## src/rtl/onehot_decoder38_seq_pkg.sv

```systemverilog
// ----------------------------------------------------------------------------
// onehot_decoder38_seq_pkg
// Shared definitions for the sequential 3-to-8 one-hot decoder:
//   - state_e        : strobe sequencer states (IDLE / DRIVE / GAP)
//   - IDX_W, Y_W     : encoded index width and one-hot strobe width
//   - clog2()        : ceiling log2 for elaboration-time sizing
//   - idx_to_onehot(): expands an encoded index into its one-hot strobe
// ----------------------------------------------------------------------------
package onehot_decoder38_seq_pkg;

    localparam int IDX_W = 3;
    localparam int Y_W   = 8;

    typedef enum logic [1:0] {
        ST_IDLE  = 2'b00,
        ST_DRIVE = 2'b01,
        ST_GAP   = 2'b10
    } state_e;

    // Ceiling log2; clog2(1) = 0.
    function automatic int clog2(input int value);
        int r;
        int v;
        r = 0;
        v = value - 1;
        while (v > 0) begin
            r = r + 1;
            v = v >>> 1;
        end
        return r;
    endfunction

    // Encoded index -> one-hot strobe.
    function automatic logic [Y_W-1:0] idx_to_onehot(input logic [IDX_W-1:0] i);
        logic [Y_W-1:0] one;
        one = {{(Y_W-1){1'b0}}, 1'b1};
        return one << i;
    endfunction

endpackage

```

## src/rtl/sync_fifo_small.sv

```systemverilog
// ----------------------------------------------------------------------------
// sync_fifo_small
// Small synchronous FIFO with pointer-MSB full/empty detection.
// Ports:
//   clk_i      : clock, rising edge
//   rst_ni     : synchronous reset, active-low (pointers and level cleared)
//   clr_i      : synchronous clear; empties the FIFO, wins over push/pop
//   wr_en_i    : push request (ignored when full)
//   wr_data_i  : push data
//   rd_en_i    : pop request (ignored when empty)
//   rd_data_o  : head entry (valid when !empty_o)
//   full_o     : FIFO holds DEPTH entries (derived from registered pointers)
//   empty_o    : FIFO holds no entries (derived from registered pointers)
//   level_o    : registered occupancy, 0..DEPTH
// ----------------------------------------------------------------------------
module sync_fifo_small
    import onehot_decoder38_seq_pkg::*;
#(
    parameter int WIDTH = 3,
    parameter int DEPTH = 4,
    localparam int AW   = clog2(DEPTH),
    localparam int PW   = AW + 1
) (
    input  logic             clk_i,
    input  logic             rst_ni,
    input  logic             clr_i,
    input  logic             wr_en_i,
    input  logic [WIDTH-1:0] wr_data_i,
    input  logic             rd_en_i,
    output logic [WIDTH-1:0] rd_data_o,
    output logic             full_o,
    output logic             empty_o,
    output logic [PW-1:0]    level_o
);

    logic [WIDTH-1:0] mem_q [DEPTH];
    logic [PW-1:0]    wr_ptr_q;
    logic [PW-1:0]    wr_ptr_d;
    logic [PW-1:0]    rd_ptr_q;
    logic [PW-1:0]    rd_ptr_d;
    logic [PW-1:0]    level_q;
    logic [PW-1:0]    level_d;
    logic             full_s;
    logic             empty_s;
    logic             push_s;
    logic             pop_s;

    // Pointers carry one extra wrap bit: equal low bits with differing MSB means full.
    assign full_s  = (wr_ptr_q[AW] != rd_ptr_q[AW]) &&
                     (wr_ptr_q[AW-1:0] == rd_ptr_q[AW-1:0]);
    assign empty_s = (wr_ptr_q == rd_ptr_q);
    assign push_s  = wr_en_i && !full_s && !clr_i && rst_ni;
    assign pop_s   = rd_en_i && !empty_s && !clr_i && rst_ni;

    assign rd_data_o = mem_q[rd_ptr_q[AW-1:0]];
    assign full_o    = full_s;
    assign empty_o   = empty_s;
    assign level_o   = level_q;

    // Next pointer and occupancy values.
    always_comb begin
        wr_ptr_d = wr_ptr_q;
        rd_ptr_d = rd_ptr_q;
        level_d  = level_q;
        if (clr_i) begin
            wr_ptr_d = {PW{1'b0}};
            rd_ptr_d = {PW{1'b0}};
            level_d  = {PW{1'b0}};
        end else begin
            if (push_s) begin
                wr_ptr_d = wr_ptr_q + PW'(1'b1);
            end else begin
                wr_ptr_d = wr_ptr_q;
            end
            if (pop_s) begin
                rd_ptr_d = rd_ptr_q + PW'(1'b1);
            end else begin
                rd_ptr_d = rd_ptr_q;
            end
            case ({push_s, pop_s})
                2'b10:   level_d = level_q + PW'(1'b1);
                2'b01:   level_d = level_q - PW'(1'b1);
                default: level_d = level_q;
            endcase
        end
    end

    // Pointer and occupancy registers.
    always_ff @(posedge clk_i) begin
        if (!rst_ni) begin
            wr_ptr_q <= {PW{1'b0}};
            rd_ptr_q <= {PW{1'b0}};
            level_q  <= {PW{1'b0}};
        end else begin
            wr_ptr_q <= wr_ptr_d;
            rd_ptr_q <= rd_ptr_d;
            level_q  <= level_d;
        end
    end

    // Storage write; contents need no reset since empty gates every read.
    always_ff @(posedge clk_i) begin
        if (push_s) begin
            mem_q[wr_ptr_q[AW-1:0]] <= wr_data_i;
        end
    end

endmodule

```

## src/rtl/onehot_decoder38_seq.sv

```systemverilog
// ----------------------------------------------------------------------------
// onehot_decoder38_seq
// Buffers encoded 3-bit indices from a valid/ready source and replays each one
// as a one-hot 8-bit strobe held PULSE_LEN cycles, followed by GAP_LEN forced
// zero cycles. With GAP_LEN = 0, queued strobes follow each other directly.
// Ports:
//   clk       : clock, rising edge
//   rst_n     : synchronous reset, active-low (wins over clr)
//   clr       : synchronous clear; empties FIFO, aborts strobe/gap
//   idx_valid : index offered
//   idx       : encoded index 0..7
//   idx_ready : FIFO can accept (!full && rst_n)
//   y         : registered one-hot strobe, zero when idle
//   busy      : sequencer active or FIFO non-empty
//   level     : registered FIFO occupancy
// ----------------------------------------------------------------------------
module onehot_decoder38_seq
    import onehot_decoder38_seq_pkg::*;
#(
    parameter int PULSE_LEN = 4,
    parameter int GAP_LEN   = 1,
    parameter int DEPTH     = 4
) (
    input  logic                  clk,
    input  logic                  rst_n,
    input  logic                  clr,
    input  logic                  idx_valid,
    input  logic [IDX_W-1:0]      idx,
    output logic                  idx_ready,
    output logic [Y_W-1:0]        y,
    output logic                  busy,
    output logic [clog2(DEPTH):0] level
);

    localparam int         LW         = clog2(DEPTH) + 1;
    localparam int         CW         = 8;
    localparam logic [7:0] PULSE_LOAD = 8'(PULSE_LEN - 1);
    localparam logic [7:0] GAP_LOAD   = 8'(GAP_LEN - 1);
    localparam bit         HAS_GAP    = (GAP_LEN != 0);

    state_e           state_q;
    state_e           state_d;
    logic [Y_W-1:0]   y_q;
    logic [Y_W-1:0]   y_d;
    logic [CW-1:0]    cnt_q;
    logic [CW-1:0]    cnt_d;
    logic             pop_s;
    logic             push_s;
    logic             fifo_full_s;
    logic             fifo_empty_s;
    logic [IDX_W-1:0] head_s;
    logic [LW-1:0]    level_s;

    // Ready is held low in reset regardless of FIFO state; clr drops the offer.
    assign idx_ready = !fifo_full_s && rst_n;
    assign push_s    = idx_valid && idx_ready && !clr;

    sync_fifo_small #(
        .WIDTH (IDX_W),
        .DEPTH (DEPTH)
    ) u_fifo (
        .clk_i     (clk),
        .rst_ni    (rst_n),
        .clr_i     (clr),
        .wr_en_i   (push_s),
        .wr_data_i (idx),
        .rd_en_i   (pop_s),
        .rd_data_o (head_s),
        .full_o    (fifo_full_s),
        .empty_o   (fifo_empty_s),
        .level_o   (level_s)
    );

    assign y     = y_q;
    assign level = level_s;
    assign busy  = (state_q != ST_IDLE) || !fifo_empty_s;

    // State, strobe and counter registers.
    always_ff @(posedge clk) begin
        if (!rst_n) begin
            state_q <= ST_IDLE;
            y_q     <= {Y_W{1'b0}};
            cnt_q   <= {CW{1'b0}};
        end else begin
            state_q <= state_d;
            y_q     <= y_d;
            cnt_q   <= cnt_d;
        end
    end

    // Next-state selection.
    always_comb begin
        state_d = state_q;
        if (clr) begin
            state_d = ST_IDLE;
        end else begin
            case (state_q)
                ST_IDLE: begin
                    if (!fifo_empty_s) begin
                        state_d = ST_DRIVE;
                    end else begin
                        state_d = ST_IDLE;
                    end
                end
                ST_DRIVE: begin
                    if (cnt_q != 8'd0) begin
                        state_d = ST_DRIVE;
                    end else if (HAS_GAP) begin
                        state_d = ST_GAP;
                    end else if (!fifo_empty_s) begin
                        state_d = ST_DRIVE;
                    end else begin
                        state_d = ST_IDLE;
                    end
                end
                ST_GAP: begin
                    if (cnt_q == 8'd0) begin
                        state_d = ST_IDLE;
                    end else begin
                        state_d = ST_GAP;
                    end
                end
                default: state_d = ST_IDLE;
            endcase
        end
    end

    // Strobe, counter and FIFO pop for the next cycle.
    always_comb begin
        y_d   = y_q;
        cnt_d = cnt_q;
        pop_s = 1'b0;
        if (clr) begin
            y_d   = {Y_W{1'b0}};
            cnt_d = {CW{1'b0}};
            pop_s = 1'b0;
        end else begin
            case (state_q)
                ST_IDLE: begin
                    if (!fifo_empty_s) begin
                        pop_s = 1'b1;
                        y_d   = idx_to_onehot(head_s);
                        cnt_d = PULSE_LOAD;
                    end else begin
                        y_d   = {Y_W{1'b0}};
                        cnt_d = cnt_q;
                    end
                end
                ST_DRIVE: begin
                    if (cnt_q != 8'd0) begin
                        y_d   = y_q;
                        cnt_d = cnt_q - 8'd1;
                    end else if (HAS_GAP) begin
                        y_d   = {Y_W{1'b0}};
                        cnt_d = GAP_LOAD;
                    end else if (!fifo_empty_s) begin
                        // Back-to-back reload: no zero cycle between strobes.
                        pop_s = 1'b1;
                        y_d   = idx_to_onehot(head_s);
                        cnt_d = PULSE_LOAD;
                    end else begin
                        y_d   = {Y_W{1'b0}};
                        cnt_d = {CW{1'b0}};
                    end
                end
                ST_GAP: begin
                    y_d = {Y_W{1'b0}};
                    if (cnt_q != 8'd0) begin
                        cnt_d = cnt_q - 8'd1;
                    end else begin
                        cnt_d = {CW{1'b0}};
                    end
                end
                default: begin
                    y_d   = {Y_W{1'b0}};
                    cnt_d = {CW{1'b0}};
                end
            endcase
        end
    end

endmodule

```

## config.mk

```make
export PLATFORM = sky130hd
export DESIGN_NAME = onehot_decoder38_seq
export DESIGN_NICKNAME = d
export VERILOG_FILES = /design/src/rtl/onehot_decoder38_seq_pkg.sv /design/src/rtl/sync_fifo_small.sv /design/src/rtl/onehot_decoder38_seq.sv
export SDC_FILE = /design/constraint.sdc
export NUM_CORES = 1
export LEC_CHECK = 0
export CAP_MARGIN = 10
export CORE_MARGIN = 2
export CORE_UTILIZATION = 30
export CTS_CLUSTER_DIAMETER = 60
export DETAILED_ROUTE_END_ITERATION = 7
export PLACE_DENSITY = 0.55
export SYNTH_ARGS = -nofsm -noshare
export SYNTH_HDL_FRONTEND = slang
export SYNTH_SLANG_ARGS = --single-unit
```

## constraint.sdc

```tcl
create_clock -name clk -period 2.75 [get_ports clk]
set_input_delay 0.275 -clock clk [delete_from_list [all_inputs] [get_ports clk]]
set_output_delay 0.275 -clock clk [all_outputs]
set_load 0.005 [all_outputs]
```

==> metrics.txt <==
largest area contributor in the netlist dfxtp_1; vias in the first global route around 1,300; Peak VDD IR 296 uV; Ant. Diodes 0; RSZ-0062 raised after global routing no; CTS clock-pin slew for the worst setup and hold paths 0.08 ns; hold crit path type flip-flop to flip-flop; setup_tns 0 ns; crit path capture type flip-flop; clock sink count 41; post-CTS resize count 0; Wirelength per Cell 13.2 um; largest net degree at the start of global routing 19; slew at the pin with the worst max-slew slack 0.622 ns; Final Setup Violations 0; via count 1,303; total gr overflow 0; Initial Utilization 0.308; mapped cell area 1930 sq um; final hold violation count 0; DR pass1 iterations 4; Starting DRT DRC Count 55; hold path cells 2; Post-Synthesis Cells around 170; clock latency at the later pin of the worst-skew pair approximately 0.29 ns; worst reg2reg setup slack 0.34 ns; most numerous cell in the Yosys netlist dfxtp_1; Top-Level Pins 20; first-pass GRT wire length roughly 6200 um; share of layout cells above drive strength 1 0.140; crit-path max FO 7; P_int roughly 1.1 mW; deepest clock path buffer count 2; PD cells 592 nW/um^2; final worst path period need 2.41 ns; Max Clock Skew between 0.006 and 0.007 ns; design area 2360 sq um; Die Ht 84.3 um; Seq pwr share 0.466; crit path kind flip-flop to flip-flop; clock root cell clkbuf_8; final net count between 200 and 250; PnR worst setup slack 0.341 ns; status finished clean; Post-synth EDFFs 12; Core ar. 6280 sq um; FF+latch count, synth 41; Synth-to-Final Area Change 22.1%; Synth area leaders dfxtp_1 30%, edfxtp_1 19%, ha_1 7.1%, mux4_2 3.5%, inv_1 2.7%; Peak Freq 415 MHz; Yosys warnings 0; synthesized area per cell between 10 and 15 sq um; CTS tree built; FF-to-FF End u_fifo.level_o[2]; number of remaining DRC errors 0; max-slew violations 0; drt total wl 3570 um; Comb pwr share 0.120; Horiz. Die Dim 84.3 um; WHS Endpoint cnt_q[6]; Yosys top cell area share 0.300; Setup Buffers After CTS 0; GPL Wtd Cong 0.726; Required @ worst endpoint 2.98 ns; CP arrival between 2 and 3 ns; Tot GR Track Use 0.112; Synth top cells by count 29 x dfxtp_1, 14 x inv_1, 14 x nor2_1, 12 x edfxtp_1, 11 x ha_1; Worst R2R Path Depth 10; Worst Hold Launch cnt_q[6]; Netlist cell types 39; Clock Power Share 0.415; Rows 29; Max Cap Viol 0; port bufs 19; worst rel slew slack 0.585; switching pwr 0.323 mW; antenna viol nets, final 0; Via density 4.83; top_reg_cell synth dfxtp_1; dpl ws 0.360 ns; hpwl dp 2600 um; H-tree levels 2; DIE AREA between 7000 and 8000 sq um; final period utilization 0.876; sw frac 0.231; register area share after synthesis 0.486; synthesized net count 186; cts bufs inserted 5; asr flop ratio synth 0; Critical Path Start Type flip-flop; Post-CTS Hold Buffers 0; Critical R2R Launch u_fifo.wr_ptr_q[1]; dpl cell area 2230 sq um; antenna violations before repair 0; leak pwr 0.877 nW
-- cell type report --
cell class,instances,area [sq um]
multi-input cells,106,910
inverters,14,52.6
flip-flops and latches,41,941
fillers,621,3920
repair buffers,24,228
clock buffers,5,68.8
well taps,77,96.3
clock inverters,3,65.1
-- power groups by stage --
stage / sequential [mW] / clock [mW] / combinational [mW]
floorplan: 0.661 / 0 / 0.119
global placement: 0.664 / 0 / 0.167
detailed placement: 0.665 / 0 / 0.169
CTS: 0.651 / 0.597 / 0.170
global route: 0.653 / 0.628 / 0.188
finish: 0.650 / 0.579 / 0.168
-- layout by cell type (no fill, tap or decap), drive strengths merged, types with 4 or more instances in the layout --
cell type / n
a21oi: 8
a32o: 8
and2: 4
buf: 5
clkbuf: 5
clkdlybuf4s50: 19
dfxtp: 29
edfxtp: 12
ha: 11
inv: 14
mux2i: 5
nor2: 14
o21ai: 5
o31ai: 4
or3: 7
xor2: 8
-- flip-flops by register name (all words and copies together), names as in the netlist, named ones only --
register	cells
u_fifo.mem_q	12
cnt_q	8
y	8
u_fifo.level_o	3
u_fifo.rd_ptr_q	3
u_fifo.wr_ptr_q	3
state_q	2
-- stage by stage --
stage	std cells	hold slack, ns	utilization	total power, mW
2_1_floorplan	167	0.374	-	0.780
3_3_place_gp	262	0.447	0.355	0.832
3_5_place_dp	262	0.457	0.355	0.834
4_1_cts	270	0.470	0.376	1.42
5_1_grt	270	0.497	0.376	1.47
6_report	270	0.468	0.376	1.40
-- critical path, cell delays in order (launching register included) --
cell,delay [ns]
dfxtp_1,0.37
xor2_2,0.24
o31ai_1,0.35
nor2_1,0.09
inv_1,0.07
ha_1,0.18
inv_1,0.06
fa_1,0.38
xor2_1,0.16
or3_1,0.30
a21oi_1,0.14
-- layer usage --
layer	global-route usage	vias to the layer above	wire, um
met2	0.175	15	1670
met5	0	-	0
met4	0.0484	0	74
met3	0.0295	7	86
met1	0.145	617	1740
li1	-	664	-
-- worst max path at each step --
stage                             startpoint  depth (start not counted)  slack [ns]                end
after floorplan           u_fifo.wr_ptr_q[1]                         10        0.31  u_fifo.level_o[2]
after global placement    u_fifo.wr_ptr_q[1]                          9        0.42  u_fifo.level_o[2]
after detailed placement  u_fifo.wr_ptr_q[1]                          9        0.36  u_fifo.level_o[2]
after CTS                 u_fifo.wr_ptr_q[1]                         10        0.33  u_fifo.level_o[2]
after global routing      u_fifo.wr_ptr_q[1]                         10        0.08  u_fifo.level_o[2]
final                     u_fifo.wr_ptr_q[1]                         10        0.34  u_fifo.level_o[2]
-- cells by family (layout without fill, tap and decap cells) --
family | count (synthesis) | count (layout) | synth area share
muxes | 8 | 8 | 0.0608
adders and majority gates | 12 | 12 | 0.0815
buffers and inverters | 20 | 46 | 0.0433
xor gates and xnor gates | 10 | 10 | 0.0530
DFF | 41 | 41 | 0.486
and+or+nand+nor | 42 | 42 | 0.139
AOI/OAI and AO/OA | 34 | 34 | 0.136
(Power assumes the default switching activity.)
